$ cat config.mk
export PLATFORM = sky130hd
export DESIGN_NAME = opb_register_bank_ppc2simulink
export DESIGN_NICKNAME = d
export VERILOG_FILES = /design/src/rtl/opb_register_bank_ppc2simulink.sv
export SDC_FILE = /design/constraint.sdc
export NUM_CORES = 1
export LEC_CHECK = 0
export ABC_AREA = 0
export BUFFER_PORTS_ARGS = -buffer_cell sky130_fd_sc_hd__buf_2
export CORE_AREA = 2 2 244 246
export CTS_CLUSTER_SIZE = 10
export DETAILED_ROUTE_END_ITERATION = 10
export DIE_AREA = 0 0 246 248
export GPL_TIMING_DRIVEN = 0
export HOLD_SLACK_MARGIN = 0.08
export PLACE_DENSITY = 0.52
export SETUP_SLACK_MARGIN = 0.02
export SYNTH_ARGS = -nofsm -noshare
export SYNTH_HDL_FRONTEND = slang
export SYNTH_SLANG_ARGS = --single-unit
$ cat constraint.sdc
create_clock -name OPB_Clk -period 15 [get_ports OPB_Clk]
set_input_delay 4.5 -clock OPB_Clk [delete_from_list [all_inputs] [get_ports OPB_Clk]]
set_output_delay 4.5 -clock OPB_Clk [all_outputs]
set_load 0.02 [all_outputs]
$ cat src/rtl/opb_register_bank_ppc2simulink.sv
// OPB slave register bank: N control registers, a COMMIT word and N read-only status words.
// Define OPB_REGBANK_COMMIT_EN to stage writes in shadow registers that a COMMIT write makes active.
module opb_register_bank_ppc2simulink #(
    parameter logic [31:0] C_BASEADDR  = 32'h01000000,
    parameter logic [31:0] C_HIGHADDR  = 32'h010000FF,
    parameter int          C_NUM_REGS  = 8,
    parameter logic [31:0] C_RESET_VAL = 32'h00000000
) (
    input  logic                         OPB_Clk,
    input  logic                         OPB_Rst,
    input  logic [0:31]                  OPB_ABus,
    input  logic [0:3]                   OPB_BE,
    input  logic [0:31]                  OPB_DBus,
    input  logic                         OPB_RNW,
    input  logic                         OPB_select,
    input  logic                         OPB_seqAddr,
    output logic [0:31]                  Sl_DBus,
    output logic                         Sl_xferAck,
    output logic                         Sl_errAck,
    output logic                         Sl_retry,
    output logic                         Sl_toutSup,
    output logic [C_NUM_REGS*32-1:0]     user_data_out,
    input  logic [C_NUM_REGS*32-1:0]     user_data_in,
    output logic [C_NUM_REGS-1:0]        user_update
);
    typedef enum logic [1:0] {S_IDLE, S_DECODE, S_ACK, S_HOLD} state_t;

    localparam logic [31:0] L_N    = 32'(C_NUM_REGS);
    localparam logic [31:0] L_LAST = 32'(2 * C_NUM_REGS);

    state_t r_state, w_next;

    // OPB bit 0 is the MSB, so a plain vector assignment gives the little-endian view.
    logic [31:0] w_addr, w_wdata, w_wmask, w_off, w_rdata;
    logic [3:0]  w_be;
    logic        w_in_range, w_start, w_ack_en, w_err, w_mapped;
    logic        w_is_ctrl, w_is_commit, w_is_status, w_wr_en;
    logic        w_unused;

    logic [31:0] r_addr;
    logic        r_rnw, r_valid;
    logic [C_NUM_REGS-1:0][31:0] r_active;
    logic [C_NUM_REGS-1:0]       r_update;

    assign w_addr     = OPB_ABus;
    assign w_wdata    = OPB_DBus;
    assign w_be       = OPB_BE;
    assign w_wmask    = {{8{w_be[3]}}, {8{w_be[2]}}, {8{w_be[1]}}, {8{w_be[0]}}};
    assign w_in_range = (w_addr >= C_BASEADDR) && (w_addr <= C_HIGHADDR);
    assign w_start    = OPB_select && w_in_range;
    assign w_unused   = OPB_seqAddr;

    assign w_off       = (r_addr - C_BASEADDR) >> 2;
    assign w_is_ctrl   = w_off < L_N;
    assign w_is_commit = w_off == L_N;
    assign w_is_status = (w_off > L_N) && (w_off <= L_LAST);
    assign w_mapped    = w_off <= L_LAST;
    assign w_err       = !w_mapped || (!r_rnw && w_is_status);
    // A master that drops select before ACK abandons the transfer silently.
    assign w_ack_en    = r_valid && OPB_select;

    always_ff @(posedge OPB_Clk or posedge OPB_Rst) begin
        if (OPB_Rst) r_state <= S_IDLE;
        else         r_state <= w_next;
    end

    always_comb begin
        w_next = r_state;
        case (r_state)
            S_IDLE:   if (w_start) w_next = S_DECODE;
            S_DECODE: w_next = S_ACK;
            S_ACK:    w_next = S_HOLD;
            default:  w_next = S_IDLE;
        endcase
    end

    always_comb begin
        Sl_xferAck = 1'b0;
        Sl_errAck  = 1'b0;
        Sl_DBus    = '0;
        w_wr_en    = 1'b0;
        if (r_state == S_ACK && w_ack_en) begin
            if (w_err) begin
                Sl_errAck = 1'b1;
            end else begin
                Sl_xferAck = 1'b1;
                if (r_rnw) Sl_DBus = w_rdata;
                else       w_wr_en = 1'b1;
            end
        end
    end

    assign Sl_retry   = 1'b0;
    assign Sl_toutSup = 1'b0;

    always_ff @(posedge OPB_Clk or posedge OPB_Rst) begin
        if (OPB_Rst) begin
            r_addr  <= '0;
            r_rnw   <= 1'b0;
            r_valid <= 1'b0;
        end else if (r_state == S_IDLE && w_start) begin
            r_addr  <= w_addr;
            r_rnw   <= OPB_RNW;
            r_valid <= 1'b1;
        end else if (r_state == S_DECODE && !OPB_select) begin
            r_valid <= 1'b0;
        end
    end

`ifdef OPB_REGBANK_COMMIT_EN
    logic [C_NUM_REGS-1:0][31:0] r_shadow;
    logic [C_NUM_REGS-1:0]       r_pending;
    logic [C_NUM_REGS-1:0]       w_commit_mask;

    assign w_commit_mask = w_wdata[C_NUM_REGS-1:0] & w_wmask[C_NUM_REGS-1:0] & r_pending;

    always_ff @(posedge OPB_Clk or posedge OPB_Rst) begin
        if (OPB_Rst) begin
            r_shadow  <= {C_NUM_REGS{C_RESET_VAL}};
            r_active  <= {C_NUM_REGS{C_RESET_VAL}};
            r_pending <= '0;
            r_update  <= '0;
        end else begin
            r_update <= '0;
            for (int i = 0; i < C_NUM_REGS; i++) begin
                if (w_wr_en && w_off == 32'(i)) begin
                    r_shadow[i]  <= (r_shadow[i] & ~w_wmask) | (w_wdata & w_wmask);
                    r_pending[i] <= 1'b1;
                end
                if (w_wr_en && w_is_commit && w_commit_mask[i]) begin
                    r_active[i]  <= r_shadow[i];
                    r_pending[i] <= 1'b0;
                    r_update[i]  <= 1'b1;
                end
            end
        end
    end
`else
    always_ff @(posedge OPB_Clk or posedge OPB_Rst) begin
        if (OPB_Rst) begin
            r_active <= {C_NUM_REGS{C_RESET_VAL}};
            r_update <= '0;
        end else begin
            r_update <= '0;
            for (int i = 0; i < C_NUM_REGS; i++) begin
                if (w_wr_en && w_off == 32'(i)) begin
                    r_active[i] <= (r_active[i] & ~w_wmask) | (w_wdata & w_wmask);
                    r_update[i] <= 1'b1;
                end
            end
        end
    end
`endif

    always_comb begin
        w_rdata = '0;
        for (int i = 0; i < C_NUM_REGS; i++) begin
`ifdef OPB_REGBANK_COMMIT_EN
            if (w_is_ctrl && w_off == 32'(i)) w_rdata = r_shadow[i];
`else
            if (w_is_ctrl && w_off == 32'(i)) w_rdata = r_active[i];
`endif
            if (w_off == L_N + 32'd1 + 32'(i)) w_rdata = user_data_in[32*i +: 32];
        end
`ifdef OPB_REGBANK_COMMIT_EN
        if (w_is_commit) w_rdata = {{(32-C_NUM_REGS){1'b0}}, r_pending};
`else
        if (w_is_commit) w_rdata = '0;
`endif
    end

    assign user_data_out = r_active;
    assign user_update   = r_update;

endmodule

==> impl_results.html <==
<table>
<tr><th>Metric</th><th>Value</th></tr>
<tr><th colspan="2">Global routing</th></tr>
<tr><td>Overall global routing resource usage</td><td>0.320</td></tr>
<tr><td>Initial antenna violation count</td><td>11</td></tr>
<tr><td>Maximum number of pins on one net before global-route repair</td><td>around 110</td></tr>
<tr><td>Vias in the first global route</td><td>approximately 16k</td></tr>
<tr><td>Total gr overflow</td><td>0</td></tr>
<tr><td>First-pass GRT wire length</td><td>around 130000 µm</td></tr>
<tr><th colspan="2">Routing</th></tr>
<tr><td>Overall routed net length</td><td>101000 µm</td></tr>
<tr><td>Final routed DRC violation total</td><td>0</td></tr>
<tr><td>Count of TritonRoute iterations in the first routing pass</td><td>9</td></tr>
<tr><td>Final antenna-violating net count</td><td>0</td></tr>
<tr><td>Routed length per placed instance</td><td>about 36 µm</td></tr>
<tr><td>Iteration-0 DRC Markers</td><td>1475</td></tr>
<tr><td>Detailed-route via count</td><td>16.3k</td></tr>
<tr><td>Ratio of routed vias to standard cells</td><td>around 5.8</td></tr>
<tr><th colspan="2">Floorplanning</th></tr>
<tr><td>Die outline width</td><td>approximately 250 µm</td></tr>
<tr><td>Core Area</td><td>58500 µm²</td></tr>
<tr><td>Starting density of the core</td><td>0.269</td></tr>
<tr><td>Die footprint</td><td>61000 µm²</td></tr>
<tr><td>Height of the die</td><td>roughly 250 µm</td></tr>
<tr><td>Number of primary I/O pins</td><td>629</td></tr>
<tr><td>Number of standard-cell rows in the floorplan</td><td>between 80 and 90</td></tr>
<tr><th colspan="2">Layout</th></tr>
<tr><td>Fraction of layout instances using a drive strength above 1</td><td>0.494</td></tr>
<tr><td>Layout overhead on the synthesized area</td><td>34.4%</td></tr>
<tr><td>Total number of nets in the final design</td><td>about 2.3k</td></tr>
<tr><td>Commonest cells after routing, fill and taps aside</td><td>sky130_fd_sc_hd__buf_2, sky130_fd_sc_hd__dfrtp_1, sky130_fd_sc_hd__mux2_2</td></tr>
<tr><td>Core occupancy in the finished layout</td><td>0.362</td></tr>
<tr><td>Most common cell after layout, fill and taps aside</td><td>sky130_fd_sc_hd__buf_2</td></tr>
<tr><th colspan="2">Synthesis</th></tr>
<tr><td>Commonest register cell after synthesis</td><td>sky130_fd_sc_hd__dfrtp_1</td></tr>
<tr><td>Synthesis-stage register bit count</td><td>a little under 300</td></tr>
<tr><td>Sequential element share of the synthesized area</td><td>0.474</td></tr>
<tr><td>Number of library cell types mapped by synthesis</td><td>between 60 and 70</td></tr>
<tr><td>Top cells by area, synth</td><td>sky130_fd_sc_hd__dfrtp_1, sky130_fd_sc_hd__mux2_2, sky130_fd_sc_hd__a222oi_1, sky130_fd_sc_hd__a22o_1, sky130_fd_sc_hd__nor2_1</td></tr>
<tr><td>Post-synth top area cell</td><td>sky130_fd_sc_hd__dfrtp_1</td></tr>
<tr><td>Fraction of registers with async set/reset</td><td>1.00</td></tr>
<tr><td>Portion of synthesized cell area occupied by the leading cell type</td><td>0.474</td></tr>
<tr><td>Number of flops mapped to enable cells by yosys</td><td>0</td></tr>
<tr><td>Yosys synthesis warning count</td><td>0</td></tr>
<tr><td>Average cell area after synthesis</td><td>about 12 µm²</td></tr>
<tr><td>Area of the mapped netlist</td><td>between 15000 and 20000 µm²</td></tr>
<tr><td>Count of mapped cells out of synthesis</td><td>~1.3k</td></tr>
<tr><th colspan="2">Place</th></tr>
<tr><td>Final weighted congestion in routability-driven placement</td><td>0.930</td></tr>
<tr><td>Number of buffers added on ports</td><td>approximately 620</td></tr>
<tr><td>Place WS</td><td>around 3100 ps</td></tr>
<tr><td>Placed wire-length estimate</td><td>approximately 74000 µm</td></tr>
<tr><th colspan="2">Setup path</th></tr>
<tr><td>Maximum fanout encountered on the critical timing path</td><td>10</td></tr>
<tr><td>Required time of the worst setup path</td><td>between 10000 and 15000 ps</td></tr>
<tr><td>Sort of element at the start of the critical path</td><td>primary input</td></tr>
<tr><td>Crit end category</td><td>primary output</td></tr>
<tr><td>WS Path Type</td><td>in -&gt; out</td></tr>
<tr><td>Data arrival at the endpoint of the critical path</td><td>7500 ps</td></tr>
<tr><th colspan="2">Clocking</th></tr>
<tr><td>Cts-stage hold buffer count</td><td>0</td></tr>
<tr><td>Clock slew at the register clock pins of the worst setup and hold paths</td><td>60 ps</td></tr>
<tr><td>CTS tree</td><td>yes</td></tr>
<tr><td>Maximum buffer depth of the clock tree</td><td>3</td></tr>
<tr><td>Post-cts resize count</td><td>0</td></tr>
<tr><td>H-tree depth</td><td>2</td></tr>
<tr><td>Post-CTS Setup Repair Bufs</td><td>0</td></tr>
<tr><td>Total CTS buffers</td><td>39</td></tr>
<tr><td># clock sinks</td><td>between 200 and 300</td></tr>
<tr><td>Root buf cell</td><td>sky130_fd_sc_hd__clkbuf_16</td></tr>
<tr><td>Skew-Pair Late Insertion Delay</td><td>about 570 ps</td></tr>
<tr><th colspan="2">Run status</th></tr>
<tr><td>Run status</td><td>complete, but fails checks</td></tr>
<tr><td>Violations in the final reports</td><td>max-capacitance violations, max-slew violations</td></tr>
<tr><th colspan="2">STA</th></tr>
<tr><td>Number of hold violations in the final report</td><td>0</td></tr>
<tr><td>Final setup slack of the worst path</td><td>around 3000 ps</td></tr>
<tr><td>Fmax</td><td>83.4 MHz</td></tr>
<tr><td>Post-route clock period utilization</td><td>0.800</td></tr>
<tr><td>Minimum clock period</td><td>12000 ps</td></tr>
<tr><td>Worst slew margin</td><td>-0.0143</td></tr>
<tr><td>Setup TNS</td><td>0 ps</td></tr>
<tr><td>RSZ-0062 raised after global routing</td><td>no</td></tr>
<tr><td>Worst setup skew after layout</td><td>between 20 and 30 ps</td></tr>
<tr><td>Max Slew Vio Count</td><td>11</td></tr>
<tr><td>Transition time at the pin with the least slew margin</td><td>1480 ps</td></tr>
<tr><td>Total setup violations reported at the end of the flow</td><td>0</td></tr>
<tr><th colspan="2">Pwr</th></tr>
<tr><td>VDD IR-drop max</td><td>about 0.07 mV</td></tr>
<tr><td>Areal power density over the cells</td><td>around 85 nW/µm²</td></tr>
<tr><td>Leakage</td><td>approximately 11 nW</td></tr>
<tr><th colspan="2">Min path</th></tr>
<tr><td>Min-delay worst type</td><td>reg -&gt; reg</td></tr>
<tr><th colspan="2">Flow run</th></tr>
<tr><td>Number of violations of the max-capacitance limit</td><td>4</td></tr>
</table>
==> final cells by class <==
cell class	count	area [µm²]
multi-input combinational	932	7850
inverter	8	37.5
buffer	99	425
antenna	4	10.0
tap	773	967
sequential	298	7460
clock buffer	53	1080
timing repair buffer	627	3220
fill	5963	37300
clock inverter	9	114
==> report_power, final <==
group	switching, mW	internal [mW]	total, mW
Sequential	0.000000110	0.804	0.804
Clock	0.377	0.536	0.913
Combinational	0.0487	0.0339	0.0826
==> cells by family after synthesis <==
group	after synthesis	share of synthesized area
AND/OR/NAND/NOR	355	0.137
AO/OA/AOI/OAI	302	0.163
flip-flops	298	0.474
multiplexers	266	0.192
buffers and inverters	107	0.0285
adder cells (fa/ha/maj)	7	0.00556
other	1	0.000238
==> worst paths after layout <==
check                                 startpoint  cells past startpoint                          to  slack [ps]
min reg2reg                  r_valid$_DFFE_PP0P_                      1         r_valid$_DFFE_PP0P_         500
min in group asynchronous                OPB_Rst                      2  asynchronous set/reset pin        4020
min                          r_valid$_DFFE_PP0P_                      1         r_valid$_DFFE_PP0P_         500
max reg2reg                r_addr[4]$_DFFE_PP0P_                      9                    register       11040
max in group asynchronous                OPB_Rst                      4  asynchronous set/reset pin        9480
max                                   OPB_select                      9                 Sl_DBus[12]        3000
==> stage by stage <==
| step | hold WS, ps | power, mW | cells | instance area (µm²) |
|---|---|---|---|---|
| finish | 496 | 1.80 | 2803 | 21200 |
| global route | 518 | 1.86 | 2799 | 21100 |
| CTS | 496 | 1.82 | 2798 | 21100 |
| detailed placement | 484 | 0.901 | 2736 | 19900 |
| global placement | 480 | 0.898 | 2733 | 19800 |
| floorplan | 465 | 0.835 | 1337 | 15700 |
==> worst max-delay path, cell delays in order <==
cell	delay [ps]
sky130_fd_sc_hd__buf_2	120
sky130_fd_sc_hd__and3_1	140
sky130_fd_sc_hd__buf_1	360
sky130_fd_sc_hd__o311ai_0	210
sky130_fd_sc_hd__or3_1	330
sky130_fd_sc_hd__clkbuf_1	230
sky130_fd_sc_hd__clkbuf_1	610
sky130_fd_sc_hd__a2111oi_0	700
sky130_fd_sc_hd__buf_2	280
==> layer usage <==
metal,vias to the layer above,GRT usage,routed length (µm)
met5,-,0,43
met4,8,0.116,4040
met3,210,0.0787,9110
met2,1046,0.519,46700
met1,8458,0.412,40800
li1,6620,-,-
==> Yosys cell counts (all sizes together) (2+ instances only) <==
cell type	count
a222oi	54
ha	7
and4	16
and3	22
nor2b	32
nor2	76
mux2	262
o2bb2ai	18
nand2b	32
o21ai	11
o211ai	19
or2	3
buf	36
nand2	71
o22ai	7
inv	8
a221oi	20
a22o	61
nand3	10
mux2i	4
or4	6
or3	8
dfrtp	298
nor4	27
o311a	11
a21oi	17
nor3	6
nor4b	7
and2	2
nand4	32
a311oi	20
o221ai	27
a2111oi	11
a211oi	8
a22oi	11
clkbuf	63
Note: power is estimated with default switching activity, not from simulation.
